## src/rtl/ir_fetch.sv

```systemverilog
// Two-read instruction fetch: gathers a 16-bit instruction from byte-wide memory
// (high byte at pc, low byte at pc+1). The instruction word updates in one step.
module ir_fetch #(
  parameter int AW = 13
) (
  input  logic          clk,
  input  logic          rst_n,
  input  logic          start,
  input  logic [AW-1:0] pc,
  input  logic [7:0]    mem_data,
  output logic          mem_rd,
  output logic [AW-1:0] mem_addr,
  output logic [15:0]   instr,
  output logic [2:0]    opcode,
  output logic [AW-1:0] ir_addr,
  output logic          busy,
  output logic          done
);

  typedef enum logic [2:0] {
    IDLE   = 3'd0,
    RD_HI  = 3'd1,
    CAP_HI = 3'd2,
    RD_LO  = 3'd3,
    CAP_LO = 3'd4,
    DONE   = 3'd5
  } state_t;

  state_t        state_r;
  state_t        state_s;
  logic          load_pc_s;
  logic [AW-1:0] pc_r;
  logic [7:0]    hi_r;
  logic [15:0]   instr_r;
  logic          mem_rd_r;
  logic [AW-1:0] mem_addr_r;
  logic          busy_r;
  logic          done_r;

  // Low-byte address; the adder width gives the modulo-2^AW wrap for free.
  function automatic logic [AW-1:0] addr_inc(input logic [AW-1:0] a);
    return a + {{(AW-1){1'b0}}, 1'b1};
  endfunction

  // Next-state decode; start only matters where a new fetch may begin
  always_comb begin
    state_s   = state_r;
    load_pc_s = 1'b0;
    case (state_r)
      IDLE: begin
        if (start) begin
          state_s   = RD_HI;
          load_pc_s = 1'b1;
        end else begin
          state_s   = IDLE;
        end
      end
      RD_HI:  state_s = CAP_HI;
      CAP_HI: state_s = RD_LO;
      RD_LO:  state_s = CAP_LO;
      CAP_LO: state_s = DONE;
      DONE: begin
        if (start) begin
          state_s   = RD_HI;
          load_pc_s = 1'b1;
        end else begin
          state_s   = IDLE;
        end
      end
      default: state_s = IDLE;
    endcase
  end

  // State register and outputs registered from the next state
  always_ff @(posedge clk or negedge rst_n) begin
    if (!rst_n) begin
      state_r    <= IDLE;
      mem_rd_r   <= 1'b0;
      mem_addr_r <= {AW{1'b0}};
      busy_r     <= 1'b0;
      done_r     <= 1'b0;
    end else begin
      state_r  <= state_s;
      mem_rd_r <= (state_s == RD_HI) || (state_s == RD_LO);
      busy_r   <= (state_s != IDLE);
      done_r   <= (state_s == DONE);
      // RD_HI is only ever entered together with a pc load, so use pc directly
      if (state_s == RD_HI) begin
        mem_addr_r <= pc;
      end else if (state_s == RD_LO) begin
        mem_addr_r <= addr_inc(pc_r);
      end
    end
  end

  // Fetch datapath: latched pc, high byte, and the assembled instruction
  always_ff @(posedge clk or negedge rst_n) begin
    if (!rst_n) begin
      pc_r    <= {AW{1'b0}};
      hi_r    <= 8'h00;
      instr_r <= 16'h0000;
    end else begin
      if (load_pc_s) begin
        pc_r <= pc;
      end
      if (state_r == CAP_HI) begin
        hi_r <= mem_data;
      end
      if (state_r == CAP_LO) begin
        instr_r <= {hi_r, mem_data};
      end
    end
  end

  assign mem_rd   = mem_rd_r;
  assign mem_addr = mem_addr_r;
  assign busy     = busy_r;
  assign done     = done_r;
  assign instr    = instr_r;
  assign opcode   = instr_r[15:13];
  assign ir_addr  = instr_r[AW-1:0];

endmodule
```

## config.mk

```make
export PLATFORM = sky130hd
export DESIGN_NAME = ir_fetch
export DESIGN_NICKNAME = d
export VERILOG_FILES = /design/src/rtl/ir_fetch.sv
export SDC_FILE = /design/constraint.sdc
export NUM_CORES = 1
export LEC_CHECK = 0
export ABC_AREA = 1
export CORE_ASPECT_RATIO = 2
export CORE_MARGIN = 2
export CORE_UTILIZATION = 43
export DETAILED_ROUTE_END_ITERATION = 12
export GPL_ROUTABILITY_DRIVEN = 0
export PLACE_DENSITY_LB_ADDON = 0.25
export SLEW_MARGIN = 20
export SYNTH_ARGS = -nofsm -noshare
export SYNTH_HDL_FRONTEND = slang
export SYNTH_SLANG_ARGS = --single-unit
```

## constraint.sdc

```tcl
create_clock -name clk -period 1.3 [get_ports clk]
set_input_delay 0.195 -clock clk [delete_from_list [all_inputs] [get_ports clk]]
set_output_delay 0.195 -clock clk [all_outputs]
set_load 0.005 [all_outputs]
```

==> results of run 1 <==
[stage by stage]
| step | setup WS [ps] | TNS (ps) | util (%) | instance area, µm² |
|---|---|---|---|---|
| final | -97.7 | -731 | 64.6 | 3880 |
| after global routing | -179 | -2740 | 64.6 | 3880 |
| after CTS | -88.7 | -690 | 63.5 | 3810 |
| after detailed placement | -307 | -6230 | 57.8 | 3470 |
| after global placement | -255 | -5400 | 57.8 | 3470 |
| after floorplan | -16.3 | -109 | - | 2660 |
[flip-flops by register name (all words and copies together), names as in the netlist]
name and count:
hi_r 8, busy 1, state_r 3, mem_addr 13
instr 16, mem_rd 1, pc_r 13, done 1
[per-layer routing]
layer / up-vias / track usage, % / share of wire [%]
li1: 1196 / - / -
met1: 1142 / 21.1 / 37
met2: 83 / 37.9 / 55
met3: 17 / 3.60 / 4.0
met4: 0 / 9.04 / 3.4
met5: - / 0 / 0
[kinds of logic after synthesis]
family                   synth area share (%)
XOR/XNOR                                 1.32
AND/OR/NAND/NOR                          27.0
flip-flops                               52.7
AO/OA/AOI/OAI                            7.06
adder cells (fa/ha/maj)                 0.471
buffers and inverters                    11.4
[power breakdown]
part	leakage, nW	switching (mW)	internal [mW]
Clock	0.0766	0.593	0.761
Sequential	0.680	0.598	2.61
Combinational	1.31	2.68	2.67
Total	2.07	3.87	6.05
[timing repair]
item,CTS,global route
pin swaps,9,6
buffers inserted,20,1
gates resized for setup,78,21
hold endpoints to repair,56,0
setup endpoints to repair,77,41
hold buffers,1,0
[Yosys cell counts (all sizes together)]
library cell and instances:
inv 28, buf 24, xor2 4, clkbuf 2, o21ai 30, nand3 16
nand4 4, dfrtp 56, clkinv 2, ha 1, a21oi 6, nand2 125
nor2 29
[cell type report]
| cell class | instances | area (µm²) | area share (%) |
|---|---|---|---|
| multi-input cells | 215 | 1070 | 27.7 |
| clock inverters | 2 | 10.0 | 0.258 |
| well taps | 63 | 78.8 | 2.03 |
| repair buffers | 119 | 1060 | 27.3 |
| clock buffers | 6 | 139 | 3.58 |
| inverters | 30 | 115 | 2.97 |
| flip-flops and latches | 56 | 1400 | 36.2 |
[worst max-delay path: cells and delay by family (launching register included)]
kind	cells	cell delay [ps]
buf+inv	3	390
compound gates	1	160
flops	1	440
simple gates	5	300
[cells in the final DEF (no fill, tap or decap), types with 9 or more instances in the layout]
cell type and n:
nand2_1 111, dfrtp_1 54, dlygate4sd2_1 47, buf_4 39
inv_1 25, o21ai_0 25, clkdlybuf4s50_1 22, nand3_1 14
nor2_1 13, nand2_2 11, nor2_2 9
[path summary, 6_finish.rpt]
kind                                end  slack (ps)
setup / recovery            mem_addr[5]        -100
hold / removal              mem_addr[2]         420
setup reg to reg            mem_addr[5]        -100
hold reg to reg            mem_addr[12]         460
max in group asynchronous    state_r[0]         600
min in group clk           mem_addr[12]         460
==> results.md, run 1 <==
- Dpl hpwl: approximately 4.5 mm
- Total CTS buffers: 5
- Depth of the most critical reg-to-reg path: 9
- Sink Count: 56
- Max Freq: 715 MHz
- DRC: 0
- Clock Latency Late Sink: 290 ps
- Post-layout instance count excluding filler cells: 491
- Fin crit period: 1400 ps
- Relative slew margins: about four fifths
- Syn_nets: 352
- Max Clock Skew: 5.79 ps
- Clock buffer depth: 2
- Critical path launch point: state_r[0]
- CP max stage cell: dfrtp_2
- Starting Density: 44.3%
- RSZ-0062 raised after global routing: yes
- Die Ht: 115 µm
- Global-route wire length before repair: 10.6 mm
- Ys Warns: 0
- Synthesized area: between 2000 and 3000 µm²
- Yosys top cell by area: dfrtp_1
- GRT Residual Overflow: 0
- Arrival @ worst endpoint: 1580 ps
- Iter 0 DRT Violations: 114
- Worst slew pin tran: 307 ps
- Fin. max-slew vios: 0
- Pre-antenna DRT Iters: 4
- Boundary Pins: 72
- Setup violators final: 13
- Yosys top cell area share: 52.7%
- Die area: 6860 µm²
- Antenna violations before repair: 0
- Most common cell on crit path: nand2_1
- Die W: 59.6 µm
- Via count: 2,438
- Max incr delay on CP: 440 ps
- # rows: 40
- Reg clk slew, reported paths: 70 ps
- Crit start category: register
- Worst Path Required: between 1000 and 1500 ps
- Vias in the first global route: 2,438
- Pwr/cell area: 2560 nW/µm²
- Max-cap violations: 0
- Root buffer cell: clkbuf_16
- Vias per std cell: 4.97
- Fin nets: 452
- Failing checks: setup timing
- Synth area leaders: dfrtp_1 53%, nand2_1 17%, o21ai_0 5.3%, buf_4 4.8%, inv_1 4.0%
- Total Routing Usage GR: 20.3%
- CTS H-Tree Depth: 2
- Post-synthesis sequential area ratio: 52.7%
- Min Hold Slack: approximately 420 ps
- WL/cell: 13.3 µm
- Cells along the critical path: buf_4 -> nand2_2 -> o21ai_2 -> clkinv_2 -> nand2_8 -> buf_12 -> nor2_2 -> nand2_1 -> nand2_1
- Netlist cell types: 21
- Number of nets with antenna violations after routing: 0
- Leakage Power: 2.07 nW
- Fill cell count: 536
- R2R Path Start: state_r[0]
- Crit end category: register
- PortBufs: a little over 70
- CTS tree: built
- WL final: 6.52 mm
- Core area: roughly 6000 µm²
- Pin count of the biggest net entering global routing: 57
- Final Hold Viols: 0
- Post-placement cell count: 461
- Crit-path max FO: 8
- Status: finished with violations
- Final WS setup: -97.7 ps
- VDD IR max: 0.00138 V
- Area grow syn2layout: 46.0%
- Setup Crit Path Kind: register to register
- Pwr Total: between 9 and 10 mW
- Crit share post-route: 108%
- Layout cells sized above 1: 23.4%
- HP Class: primary input to asynchronous set/reset pin
- Post-Synthesis Cells: between 300 and 400
- Post-Syn Area per Cell: 8.13 µm²
- Register bit total from synthesis: 56
- Antenna Cells: 0
(Power assumes the default switching activity.)
==> inputs of run 2 (changes only) <==
- CORE_MARGIN: 2 -> 3
- clock period: 1.3 -> 1.2 ns (I/O delays scaled with it)
==> results.md, run 2 (synthesis results as in run 1) <==
- Root buffer cell: clkbuf_16 (unchanged)
- VDD IR max: 0.00129 V (was 0.00138 V)
- Total CTS buffers: 5 (unchanged)
- CP max stage cell: dfrtp_2 (unchanged)
- Max FFs per register: 16 (unchanged)
- RSZ-0062 raised after global routing: yes (unchanged)
- Clock buffer depth: 2 (unchanged)
- Number of nets with antenna violations after routing: 0 (unchanged)
- WL/cell: 13.4 µm (was 13.3 µm)
- Iter 0 DRT Violations: 83 (was 114)
- Clock Latency Late Sink: 300 ps (was 290 ps)
- R2R Path Start: state_r[1] (was state_r[0])
- Most frequent cells in the layout: 112 x nand2_1, 54 x dfrtp_1, 40 x dlygate4sd2_1, 35 x buf_4, 24 x inv_1 (was 111 x nand2_1, 54 x dfrtp_1, 47 x dlygate4sd2_1, 39 x buf_4)
- Crit end category: register (unchanged)
- Die area: 7220 µm² (was 6860 µm²)
- Arrival @ worst endpoint: 1630 ps (was 1580 ps)
- Met2 Resource Use GR: 35.9% (was 37.9%)
- Final Hold Viols: 0 (unchanged)
- WL final: 6.52 mm (about the same)
- Fin crit period: 1390 ps (was 1400 ps)
- HP Class: primary input to asynchronous set/reset pin (unchanged)
- Global-route wire length before repair: 10.8 mm (was 10.6 mm)
- Boundary Pins: 72 (unchanged)
- Crit start category: register (unchanged)
- Reg2Reg Setup Slack: -190 ps (was -100 ps)
- CTS H-Tree Depth: 2 (unchanged)
- Worst slack, placed: -367 ps (was -307 ps)
- Top delay family on crit path: simple AND/OR/NAND/NOR gates (was flip-flops)
- Depth of the most critical reg-to-reg path: 10 (was 9)
- # rows: 39 (was 40)
- Failing checks: setup timing (unchanged)
- Met3 usage: 3.73% (was 3.60%)
- Leakage Power: 2.04 nW (was 2.07 nW)
- Dpl hpwl: 4.51 mm (was 4.53 mm)
- Antenna violations before repair: 0 (unchanged)
- Relative slew margins: 79.6% (was 79.5%)
- Worst Path Required: 1440 ps (was 1490 ps)
- Busiest grt layer: met2 (unchanged)
- Sink Count: 56 (unchanged)
- Final WS setup: -188 ps (was -97.7 ps)
- Starting Density: 45.4% (was 44.3%)
- Reg clk slew, reported paths: 70 ps (about the same)
- Pin count of the biggest net entering global routing: 57 (unchanged)
- Via count: 2,397 (was 2,438)
- Pre-antenna DRT Iters: 4 (unchanged)
- Area grow syn2layout: 44.1% (was 46.0%)
- Vias per std cell: 4.91 (was 4.97)
- Max incr delay on CP: 440 ps (about the same)
- Fin util: 65.4% (was 64.6%)
- RR Endpoint: mem_addr[12] (was mem_addr[5])
- GRT Residual Overflow: 0 (unchanged)
- Worst path bufs/invs: 1 (was 3)
- Pint: 6.47 mW (was 6.05 mW)
- PortBufs: 71 (unchanged)
- Vias in the first global route: 2,429 (was 2,438)
- Met1 Use GR: 21.3% (was 21.1%)
- Setup Crit Path Kind: register to register (unchanged)
- Crit-path max FO: 8 (unchanged)
- Worst slew pin tran: 306 ps (was 307 ps)
- Sequential Power Share: 32.8% (was 32.4%)
- CTS tree: built (unchanged)
- Fin nets: 451 (was 452)
- Total Routing Usage GR: 20.0% (was 20.3%)
- Die W: 61.6 µm (was 59.6 µm)
- Clock Power Share: 14.1% (was 13.6%)
- Die Ht: 117 µm (was 115 µm)
- Most common cell on crit path: nand2_1 (unchanged)
- Total negative setup slack: -2790 ps (was -731 ps)
- Pwr/cell area: 2780 nW/µm² (was 2560 nW/µm²)
- Core area: 5860 µm² (was 6010 µm²)
- Most common cell after layout, fill and taps aside: nand2_1 (unchanged)
- Layout cells sized above 1: 23.9% (was 23.4%)
- Max Clock Skew: 9.25 ps (was 5.79 ps)
- DRC: 0 (unchanged)
- Crit share post-route: 116% (was 108%)
- Setup violators final: 30 (was 13)
- Max-cap violations: 0 (unchanged)
- Fin. max-slew vios: 0 (unchanged)
- P_sw: 4.18 mW (was 3.87 mW)
- Status: finished with violations (unchanged)
- Max Freq: 720 MHz (was 715 MHz)
- Pwr Total: 10.6 mW (was 9.92 mW)
- Antenna Cells: 0 (unchanged)
- Sw Share: 39.2% (was 39.0%)
- Cells along the critical path: nand2_1 -> nand2_1 -> nor2_1 -> nand2_2 -> nand2_4 -> nand2_8 -> buf_12 -> nor2_4 -> nand2_1 -> nand2_1 (was buf_4 -> nand2_2 -> o21ai_2 -> clkinv_2 -> nand2_8 -> buf_12 -> nor2_2 -> nand2_1 -> nand2_1)
- Comb pwr share: 53.2% (was 54.0%)
[run 2: routing by layer]
metal,share of wire [%],vias to the layer above
met5,0,-
met4,3.6,0
met3,4.6,20
met2,56,72
met1,36,1109
li1,-,1196
[run 2: power groups by stage]
| stage | registers, mW | logic, mW | clock network (mW) |
|---|---|---|---|
| final | 3.49 | 5.66 | 1.50 |
| after floorplan | 3.46 | 2.84 | 0 |
| after global routing | 3.60 | 6.38 | 1.58 |
| after global placement | 3.52 | 5.06 | 0 |
| after CTS | 3.48 | 5.68 | 1.51 |
| after detailed placement | 3.53 | 5.17 | 0 |
[run 2: cell type report]
cell class / count / area, µm²
Fill cell: 534 / 2030
Sequential cell: 56 / 1400
Multi-Input combinational cell: 216 / 1050
Timing Repair Buffer: 117 / 1030
Clock buffer: 6 / 139
Inverter: 30 / 118
Tap cell: 61 / 76.3
Clock inverter: 2 / 10.0
[run 2: how the worst max path moves through the flow]
stage | end | cells past startpoint | start
floorplan | mem_addr[7] | 10 | state_r[1]
global placement | mem_addr[7] | 10 | start
detailed placement | mem_addr[12] | 9 | start
CTS | mem_addr[12] | 10 | state_r[1]
global route | mem_addr[5] | 11 | state_r[2]
finish | mem_addr[12] | 10 | state_r[1]
[run 2: per-stage QoR]
stage               hold slack (ps)  instances  instance area [µm²]
floorplan                      -116        327                 2660
global placement                203        460                 3480
detailed placement              201        460                 3480
CTS                             422        488                 3840
global route                    470        488                 3830
finish                          398        488                 3830
[run 2: repair_timing]
action	in CTS	in global routing
setup endpoints to repair	92	60
resized for setup	94	24
endpoints found under the hold margin	56	0
pin swaps	10	3
buffers inserted	18	0
hold buffers	1	0
cloned	1	0
[run 2: worst min-delay path, delay by kind of cell]
kind,cells,cell delay (ps)
buffers and inverters,3,910
==> inputs of run 3 (changes only) <==
- GPL_TIMING_DRIVEN: default -> 1
- RECOVER_POWER: default -> 100
==> results.md, run 3 (synthesis results as in run 1) <==
- Status: finished with violations (unchanged)
- Failing checks: setup timing (unchanged)
- Via count: 2,397 (unchanged)
- Die W: 61.6 µm (unchanged)
- P_sw: 4.18 mW (about the same)
- DP Area: 3480 µm² (unchanged)
- Pint: 6.47 mW (about the same)
- Die Ht: 117 µm (unchanged)
- Starting Density: 45.4% (unchanged)
- Depth of the most critical reg-to-reg path: 10 (unchanged)
- Crit share post-route: 116% (unchanged)
- Crit end category: register (unchanged)
- Setup violators final: 30 (unchanged)
- Total Routing Usage GR: 20.0% (unchanged)
- RR Endpoint: mem_addr[12] (unchanged)
- WL/cell: 13.4 µm (unchanged)
- Total CTS buffers: 5 (unchanged)
- Core area: 5860 µm² (unchanged)
- Vias in the first global route: 2,429 (unchanged)
- RSZ-0062 raised after global routing: yes (unchanged)
- Root buffer cell: clkbuf_16 (unchanged)
- Leakage Power: 2.04 nW (about the same)
- Final WS setup: -188 ps (unchanged)
- Dpl hpwl: 4.51 mm (unchanged)
- CTS tree: built (unchanged)
- Worst Path Required: 1440 ps (about the same)
- Max-cap violations: 0 (unchanged)
- Setup Crit Path Kind: register to register (unchanged)
- Hold Path End: hi_r[2]
- Arrival @ worst endpoint: 1630 ps (about the same)
- GRT Residual Overflow: 0 (unchanged)
- Most common cell on crit path: nand2_1 (unchanged)
- R2R Path Start: state_r[1] (unchanged)
- Min Hold Slack: 452 ps (was 398 ps)
- Sw Share: 39.2% (about the same)
- Number of nets with antenna violations after routing: 0 (unchanged)
- Worst slew pin tran: 512 ps (was 306 ps)
- Crit-path max FO: 8 (unchanged)
- HP Class: primary input to register (was primary input to asynchronous set/reset pin)
- Max FFs per register: 16 (unchanged)
- PortBufs: 71 (unchanged)
- Cells along the critical path: nand2_1 -> nand2_1 -> nor2_1 -> nand2_2 -> nand2_4 -> nand2_8 -> buf_12 -> nor2_4 -> nand2_1 -> nand2_1 (unchanged)
- Area grow syn2layout: 43.7% (was 44.1%)
- Iter 0 DRT Violations: 85 (was 83)
- Sink Count: 56 (unchanged)
- Top delay family on crit path: simple AND/OR/NAND/NOR gates (unchanged)
- Worst slack, placed: -367 ps (unchanged)
- Clock buffer depth: 2 (unchanged)
- Boundary Pins: 72 (unchanged)
- Global-route wire length before repair: 10.8 mm (unchanged)
- Max incr delay on CP: 440 ps (about the same)
- Layout cells sized above 1: 23.9% (unchanged)
- Antenna violations before repair: 0 (unchanged)
- Max Clock Skew: 9.25 ps (unchanged)
- Die area: 7220 µm² (unchanged)
- WL final: 6.52 mm (unchanged)
- Most frequent cells in the layout: 112 x nand2_1, 54 x dfrtp_1, 40 x dlygate4sd2_1, 35 x buf_4, 24 x inv_1 (unchanged)
- Relative slew margins: 65.8% (was 79.6%)
- Reg2Reg Setup Slack: -190 ps (about the same)
- Fill cell count: 537 (was 534)
- Register area: 1400 µm² (unchanged)
- DRC: 0 (unchanged)
- CP max stage cell: dfrtp_2 (unchanged)
- Clock Power Share: 14.1% (about the same)
- Final Hold Viols: 0 (unchanged)
- Max Freq: 720 MHz (unchanged)
- Post-layout instance count excluding filler cells: 488 (unchanged)
- Fin crit period: 1390 ps (unchanged)
- Fin. max-slew vios: 0 (unchanged)
- Comb pwr share: 53.1% (was 53.2%)
- VDD IR max: 0.00129 V (about the same)
- Sequential Power Share: 32.8% (about the same)
- Vias per std cell: 4.91 (unchanged)
- # rows: 39 (unchanged)
- Most common cell after layout, fill and taps aside: nand2_1 (unchanged)
- Final instance area: 3820 µm² (was 3830 µm²)
- Hold Path Stages: 3
- Pin count of the biggest net entering global routing: 57 (unchanged)
- Fin nets: 451 (unchanged)
- Antenna Cells: 0 (unchanged)
- Reg clk slew, reported paths: 70 ps (about the same)
- Post-placement cell count: 460 (unchanged)
- Area of the multi-input gates: 1050 µm² (unchanged)
- HP Start: mem_data[2]
- Worst path bufs/invs: 1 (unchanged)
- Crit start category: register (unchanged)
- Clock Latency Late Sink: 300 ps (about the same)
- Pwr/cell area: 2790 nW/µm² (was 2780 nW/µm²)
- CTS H-Tree Depth: 2 (unchanged)
- Pre-antenna DRT Iters: 4 (unchanged)
## run 3: cell counts in the layout (fill, tap and decap cells not counted)
Identical to the previous run, type by type.
## run 3: worst max-delay path by stage
stage / depth (start not counted) / end / from
6_report: 10 / mem_addr[12] / state_r[1]
4_1_cts: 10 / mem_addr[12] / state_r[1]
5_1_grt: 11 / mem_addr[5] / state_r[2]
2_1_floorplan: 10 / mem_addr[7] / state_r[1]
3_3_place_gp: 10 / mem_addr[7] / start
3_5_place_dp: 9 / mem_addr[12] / start
## run 3: routing by layer
layer	wire length [µm]	GRT usage [%]	vias up
met5	0	0	-
met4	237	9.77	0
met3	301	3.73	20
met2	3650	35.9	72
met1	2330	21.3	1109
li1	-	-	1196
## run 3: layout make-up
class	count	area share, %
tap	61	2.00
clock inverter	2	0.262
inverter	30	3.08
timing repair buffer	117	26.7
clock buffer	6	3.64
sequential	56	36.8
multi-input combinational	216	27.6
## run 3: what timing repair did
action / 4_1_cts / 5_1_grt
pin swaps: 10 / 3
endpoints found under the hold margin: 56 / 0
buffers inserted: 18 / 0
hold buffers: 1 / 0
gates resized for setup: 94 / 24
gates cloned: 1 / 0
setup endpoints to repair: 92 / 60
## run 3: through the flow
stage          total power [mW]  setup TNS (ps)  util [%]
4_1_cts                    10.7           -3080      65.5
2_1_floorplan              6.31           -1550         -
5_1_grt                    11.6           -7240      65.2
6_report                   10.6           -2790      65.2
3_3_place_gp               8.57           -8420      59.4
3_5_place_dp               8.70           -8970      59.4
## run 3: power groups by stage
| stage | registers [mW] | logic (mW) | clock network [mW] |
|---|---|---|---|
| 2_1_floorplan | 3.46 | 2.84 | 0 |
| 3_3_place_gp | 3.52 | 5.06 | 0 |
| 3_5_place_dp | 3.53 | 5.17 | 0 |
| 4_1_cts | 3.48 | 5.68 | 1.51 |
| 5_1_grt | 3.60 | 6.38 | 1.58 |
| 6_report | 3.49 | 5.65 | 1.50 |
## run 3: worst reg2reg max path: cells and delay by family, from the launching register on
| family | cells | cell delay (ps) |
|---|---|---|
| simple gates | 9 | 740 |
| flops | 1 | 440 |
| buf+inv | 1 | 150 |
